===== config.mk =====
export PLATFORM = sky130hd
export DESIGN_NAME = prog_freq_divider
export DESIGN_NICKNAME = d
export VERILOG_FILES = /design/src/rtl/freq_div_pkg.sv /design/src/rtl/freq_div_channel.sv /design/src/rtl/prog_freq_divider.sv
export SDC_FILE = /design/constraint.sdc
export NUM_CORES = 1
export LEC_CHECK = 0
export CORE_AREA = 2 2 127 129
export CTS_CLUSTER_SIZE = 10
export DETAILED_ROUTE_END_ITERATION = 10
export DIE_AREA = 0 0 129 131
export GPL_ROUTABILITY_DRIVEN = 0
export PLACE_DENSITY = 0.64
export SYNTH_ARGS = -nofsm -noshare
export SYNTH_HDL_FRONTEND = slang
export SYNTH_SLANG_ARGS = --single-unit
export TNS_END_PERCENT = 100

===== constraint.sdc =====
create_clock -name clk -period 6 [get_ports clk]
set_input_delay 0.9 -clock clk [delete_from_list [all_inputs] [get_ports clk]]
set_output_delay 0.9 -clock clk [all_outputs]
set_load 0.005 [all_outputs]

===== src/rtl/freq_div_pkg.sv =====
// Shared constants and helpers for the programmable frequency divider.
// half_ceil works at the widest supported counter width; callers narrow it.
package freq_div_pkg;

  localparam int DEF_CNT_W   = 16;
  localparam int DEF_NUM_CH  = 2;
  localparam int DEF_DIV_VAL = 20;
  localparam int MAX_CNT_W   = 32;

  // ceil(n/2) with one extra bit so an all-ones divisor cannot wrap to zero.
  function automatic logic [MAX_CNT_W:0] half_ceil(input logic [MAX_CNT_W-1:0] n);
    return ({1'b0, n} + (MAX_CNT_W+1)'(1)) >> 1;
  endfunction

  function automatic int ch_sel_w(input int num_ch);
    return (num_ch > 1) ? $clog2(num_ch) : 1;
  endfunction

endpackage


===== src/rtl/freq_div_channel.sv =====
// One divider channel: phase counter, active/pending divisor and registered outputs.
// A loaded divisor waits in n_pend until the channel reaches a period boundary.
module freq_div_channel
  import freq_div_pkg::*;
#(
  parameter int CNT_W   = DEF_CNT_W,
  parameter int DEF_DIV = DEF_DIV_VAL
) (
  input  logic             clk,
  input  logic             rst,
  input  logic             en,
  input  logic             load_valid,
  input  logic [CNT_W-1:0] load_div,
  output logic             pend,
  output logic             clk_out,
  output logic             tick
);

  localparam int HW = CNT_W + 1;

  logic [CNT_W-1:0] cnt;
  logic [CNT_W-1:0] n_act;
  logic [CNT_W-1:0] n_pend;
  logic             pending;
  logic             at_end;

  logic             take_pend;
  logic [CNT_W-1:0] n_next;
  logic [CNT_W-1:0] cnt_inc;
  logic [HW-1:0]    h;
  logic             last;

  always_comb begin
    take_pend = at_end & pending;
    n_next    = take_pend ? n_pend : n_act;
    cnt_inc   = cnt + CNT_W'(1);
    h         = HW'(half_ceil(MAX_CNT_W'(n_act)));
    last      = (cnt_inc == n_act - CNT_W'(1));
  end

  // NOTE: every state register uses <= so all branches see pre-edge values.
  always_ff @(posedge clk) begin
    if (rst) begin
      cnt     <= '0;
      n_act   <= CNT_W'(DEF_DIV);
      n_pend  <= '0;
      pending <= 1'b0;
      at_end  <= 1'b1;
      clk_out <= 1'b0;
      tick    <= 1'b0;
    end else begin
      if (en) begin
        if (at_end) begin
          if (take_pend) begin
            n_act   <= n_pend;
            pending <= 1'b0;
          end
          cnt <= '0;
          if (n_next == '0) begin
            // Divisor zero parks the channel at a boundary with the output low.
            clk_out <= 1'b0;
            tick    <= 1'b0;
            at_end  <= 1'b1;
          end else begin
            clk_out <= 1'b1;
            tick    <= (n_next == CNT_W'(1));
            at_end  <= (n_next == CNT_W'(1));
          end
        end else begin
          cnt     <= cnt_inc;
          clk_out <= ({1'b0, cnt_inc} < h);
          tick    <= last;
          at_end  <= last;
        end
      end else begin
        tick <= 1'b0;
      end

      // Acceptance needs pending low beforehand, so it never collides with a consume.
      if (load_valid && !pending) begin
        n_pend  <= load_div;
        pending <= 1'b1;
      end
    end
  end

  assign pend = pending;

endmodule


===== src/rtl/prog_freq_divider.sv =====
// Multi-channel programmable divider: decodes the shared cfg bus to per-channel
// loads and gathers the per-channel clock and tick outputs.
module prog_freq_divider
  import freq_div_pkg::*;
#(
  parameter int CNT_W   = DEF_CNT_W,
  parameter int NUM_CH  = DEF_NUM_CH,
  parameter int DEF_DIV = DEF_DIV_VAL,
  localparam int CH_W   = ch_sel_w(NUM_CH)
) (
  input  logic              clk,
  input  logic              rst,
  input  logic              en,
  input  logic              cfg_valid,
  input  logic [CH_W-1:0]   cfg_ch,
  input  logic [CNT_W-1:0]  cfg_div,
  output logic              cfg_ready,
  output logic [NUM_CH-1:0] clk_out,
  output logic [NUM_CH-1:0] tick
);

  logic [NUM_CH-1:0] pend;
  logic [NUM_CH-1:0] load_valid;

  // NOTE: defaults come first so no path through the loop infers a latch.
  always_comb begin
    cfg_ready  = 1'b1;
    load_valid = '0;
    for (int i = 0; i < NUM_CH; i++) begin
      if (cfg_ch == CH_W'(i)) begin
        cfg_ready     = ~pend[i];
        load_valid[i] = cfg_valid;
      end
    end
  end

  for (genvar g = 0; g < NUM_CH; g++) begin : g_ch
    freq_div_channel #(
      .CNT_W   (CNT_W),
      .DEF_DIV (DEF_DIV)
    ) u_ch (
      .clk        (clk),
      .rst        (rst),
      .en         (en),
      .load_valid (load_valid[g]),
      .load_div   (cfg_div),
      .pend       (pend[g]),
      .clk_out    (clk_out[g]),
      .tick       (tick[g])
    );
  end

endmodule

# After elaboration in Yosys (flattened, before gate mapping)
# Index checks and enable logic that the tools add are counted.
[op_classes]
add_sub_neg = 6
n_lt_le_gt_ge = 2
eq_ne = 4
muxes = 27
bitwise = 5
reduce_logical = 17
[ops]
columns = ["operator", "n"]
rows = [
  ["16-bit 2-to-1 mux", 4],
  ["16-bit by 1-bit adder with 17-bit output (second input constant)", 2],
  ["16-bit by 17-bit less-than comparator with 1-bit output", 2],
  ["16-bit by 1-bit adder with 16-bit output (second input constant)", 2],
  ["16-bit by 1-bit == test with 1-bit output (second input constant)", 2],
  ["16-bit == test", 2],
  ["16-bit logical NOT", 2],
  ["16-bit by 1-bit subtractor with 16-bit output (second input constant)", 2],
  ["1-bit 2-to-1 mux", 23],
  ["2-bit nonzero test", 6],
  ["3-bit AND reduction", 2],
  ["2-bit AND reduction", 2],
  ["1-bit NOT", 3],
  ["1-bit AND", 2],
  ["1-bit logical AND", 2],
  ["1-bit logical NOT", 2],
  ["2-bit OR reduction", 1],
]
[word_totals]
regBits = 104
input_bits = 21
output_inout_bits = 5
word_cells = 75

# Logic depth before layout (Yosys ltp)
[depth]
depth_word = 5
depth_mapped = 15
mapped_depth_nobuf = 14

# Cells and area by module
# A second synthesis with hierarchy kept.
[unflattened]
cells_unflattened = 884
hier_area_um2 = 6727.7
[by_module_without_submodules]
columns = ["module", "instances", "cells_each", "area_per_inst_um2", "seq_area_each_um2"]
rows = [
  ["freq_div_channel at g_ch[0].u_ch", 1, 453, 3442.1, 1041.0],
  ["freq_div_channel at g_ch[1].u_ch", 1, 428, 3261.9, 1041.0],
  ["prog_freq_divider", 1, 3, 23.8, 0.0],
]

# Worst setup path after synthesis
# Ideal clock, no wire load.
[synth_path]
path_type = "register -> register"
from = "register g_ch[1].u_ch.n_act[2]"
to = "register g_ch[1].u_ch.clk_out"
setup_time_ns = 0.070
arrival_time_ns = 2.727
t_required_ns = 5.930
setup_slack_ns = 3.203
path_stages_with_launch = 16
n_path_buf = 1
synth_period_minus_slack_ns = 2.797
cell_sequence = "dfxtp_1 -> clkbuf_1 -> and3_1 -> and3_1 -> nand2_1 -> nor2_1 -> and4_1 -> nand4_1 -> xor2_1 -> ha_1 -> o21a_1 -> o21ai_0 -> o31ai_1 -> a21oi_1 -> o21ai_0 -> a21oi_1"
[synth_via]
elab_chain_len = 4
elab_cells_between_ends = 6
classes_between = "add/sub (1); order compare (1); mux (3); reduce/logical (1)"
[synth_rtl]
columns = ["element", "line_no", "text"]
rows = [
  ["start, declared", "freq_div_channel.sv:22", "logic [CNT_W-1:0] n_act;"],
  ["start signal, assigned", "freq_div_channel.sv:45", "n_act <= CNT_W'(DEF_DIV);"],
  ["start signal, assigned", "freq_div_channel.sv:55", "n_act <= n_pend;"],
  ["branches (longest 3 deep; another with 16-bit by 1-bit adder with 17-bit output)", "-", ""],
  ["1-bit 2-to-1 mux (*)", "freq_div_channel.sv:53", "if (at_end) begin"],
  ["end signal, assigned", "freq_div_channel.sv:71", "clk_out <= ({1'b0, cnt_inc} < h);"],
  ["end, declared", "freq_div_channel.sv:15", "output logic clk_out,"],
]
# Mark *: on every way between the ends.
# A chain may end at the register's enable or synchronous reset.

==> key figures <==
Timing
  – Final worst-path setup slack: 2800 ps
  – Hold Vio Cnt, Final: 0
  – Final Critical Period: 3200 ps
  – Fin. max-slew vios: 0
  – Slew headroom: 0.313
  – Slew @ Worst Pin: 1030 ps
  – Fin Hold WS: 464 ps
  – Part of the cycle the worst path needs: 0.533
  – Clock Skew: 8.83 ps
  – Fmax: 313 MHz
  – Final setup TNS: 0 ps
  – RSZ-0062 raised after global routing: no
  – Final setup viols: 0

Clock network
  – CTS Sinks: 104
  – CTS root buffer: clkbuf_16
  – TritonCTS clock tree: built
  – Setup Buffers After CTS: 0
  – H-tree levels: 3
  – Post-cts sizing count: 0
  – CTS clk-pin slew, worst paths: 70 ps
  – CTS hold repair buffers: 0
  – Clk buf depth: 2
  – TritonCTS Buffers: 9
  – Worst skew pair latency: 350 ps

Detailed routing
  – Met3 WL: 468 um
  – Via count: 5783
  – WL met2: 7210 um
  – Via/cell ratio: 5.34
  – Top layer in use: met4
  – DRC viols: 0
  – Detail Route Antenna Nets: 0
  – 1st-iter DRT viols: 321
  – Met1 WL: 8040 um
  – Drt pass-1 iters: 6
  – WL per Instance: 14.7 um
  – Drt total wl: 15900 um

Synth
  – Syn nets: 943
  – Synth top area share: 0.302
  – EDFF count, synth: 0
  – Sequential-to-total area share from yosys stat: 0.302
  – Post-Syn Instances: 886
  – Mapped cell area: 0.00689 mm^2
  – Post-synthesis async set-or-reset flop share: 0
  – Mean Syn Cell Area: 7.77 um^2
  – Synth Flop Type: dfxtp_1
  – Yosys warns: 0
  – Synth Register Bits: 104
  – Yosys cell types: 67
  – Synth top area cells: dfxtp_1 30%, nand2_1 9.3%, xnor2_1 7.6%
  – Leading area contributor after synthesis: dfxtp_1

Global routing
  – Initial antenna violation count: 0
  – Global-route wire length before repair: 26300 um
  – GRT Resource Usage Total: 0.194
  – Total grt overflow: 0
  – Largest net degree at the start of global routing: 97
  – Vias in the first global route: 5153

Floorplan
  – Core area: 0.0156 mm^2
  – Die height: 131 um
  – Rows: 46
  – Die area: 0.0169 mm^2
  – Starting Density: 0.442
  – Die width: 129 um
  – # IOs: 26

Pwr
  – Worst VDD drop: 0.170 mV
  – Leakage Power: 2.69 nW
  – Pwr dens: 195 mW/mm^2

Worst setup path
  – Crit path DAT: 3480 ps
  – Worst setup EP type: flip-flop
  – Crit Path Class: in -> reg
  – Worst-path fanout max: 34
  – Worst setup SP type: input port
  – Required @ worst endpoint: 6290 ps

Finish
  – Fillers: 1585
  – Layout cells sized above 1: 0.0611
  – Net count, final: 919
  – Ant. Diodes: 0
  – Area grow syn2layout: 7.92%

Job
  – MaxCap Viol Count: 0

Place
  – Port bufs: 25
  – Post-Place Worst Slack: 2420 ps
  – Hpwl dp: 12000 um

Outcome
  – Outcome: finished clean

Worst hold path
  – Hold Path Class: reg -> reg
## flip-flops by register name, indices dropped and copies added, names as in the netlist
name               flops
g_ch.u_ch.at_end       2
g_ch.u_ch.clk_out      2
g_ch.u_ch.cnt         32
g_ch.u_ch.n_act       32
g_ch.u_ch.n_pend      32
g_ch.u_ch.pend         2
g_ch.u_ch.tick         2
## final timing paths
kind | from | endpoint | slack [ps] | depth (start not counted)
hold reg to reg | g_ch[1].u_ch.n_pend[14] | g_ch[1].u_ch.n_act[14] | 460 | 2
setup / recovery | en | g_ch[1].u_ch.clk_out | 2800 | 7
hold / removal | g_ch[1].u_ch.n_pend[14] | g_ch[1].u_ch.n_act[14] | 460 | 2
setup reg to reg | g_ch[1].u_ch.n_act[2] | g_ch[1].u_ch.clk_out | 2950 | 14
## synthesized netlist by cell type, types with 12 or more instances
cell type and n:
a21oi_1 90, a22oi_1 18, clkbuf_1 41, dfxtp_1 104, ha_1 36, inv_1 12, nand2_1 170, nand3_1 30
nand4_1 14, nor2_1 74, nor3_1 16, nor4_1 17, o21ai_0 21, xnor2_1 60, xor2_1 40
## critical path, cell delays in order
cell             delay, ps
clkdlybuf4s50_1        900
clkinv_1               260
buf_4                  310
nor2_1                 590
nor4b_1                290
o21ai_0                100
a21oi_1                120
## placed cells by master, fill, tap and decap left out, types with 6 or more instances in the layout
master / count
nand2_1: 170
dfxtp_1: 104
a21oi_1: 90
nor2_1: 74
xnor2_1: 60
xor2_1: 40
ha_1: 36
nand3_1: 30
clkdlybuf4s50_1: 24
o21ai_0: 21
a22oi_1: 18
nor4_1: 17
nor3_1: 16
nand4_1: 14
inv_1: 12
clkbuf_16: 9
and3_1: 7
mux2i_1: 7
a21o_1: 6
## cell families after synthesis
kind of cell | Yosys count | synth area share
AND/OR/NAND/NOR | 390 | 0.285
AO/OA/AOI/OAI | 166 | 0.144
XOR/XNOR | 105 | 0.140
flip-flops | 104 | 0.302
buffers and inverters | 76 | 0.0494
adder cells (fa/ha/maj) | 36 | 0.0654
multiplexers | 9 | 0.0134
## routing by layer
metal / up-vias / GRT usage
li1: 3021 / -
met1: 2670 / 0.277
met2: 79 / 0.308
met3: 13 / 0.0326
met4: 0 / 0.0422
met5: - / 0
## power breakdown
group          switching (mW)  internal (mW)
Clock                   0.286          0.304
Sequential             0.0257          0.707
Combinational          0.0715         0.0523
## area by class of cell
type                       count  area [um^2]  area share
multi-input combinational    706         4460       0.601
sequential                   104         2080       0.280
tap                          216          270      0.0364
timing repair buffer          28          268      0.0360
clock buffer                  10          239      0.0322
clock inverter                 6         60.1     0.00808
inverter                      13         48.8     0.00657
## per-stage QoR
stage / instance area (um^2) / total power, mW / instances / utilization
2_1_floorplan: 6890 / 0.829 / 886 / -
3_3_place_gp: 7130 / 0.872 / 1067 / 0.457
3_5_place_dp: 7130 / 0.874 / 1067 / 0.457
4_1_cts: 7430 / 1.46 / 1083 / 0.476
5_1_grt: 7430 / 1.51 / 1083 / 0.476
6_report: 7430 / 1.45 / 1083 / 0.476
Note: power is estimated with default switching activity, not from simulation.
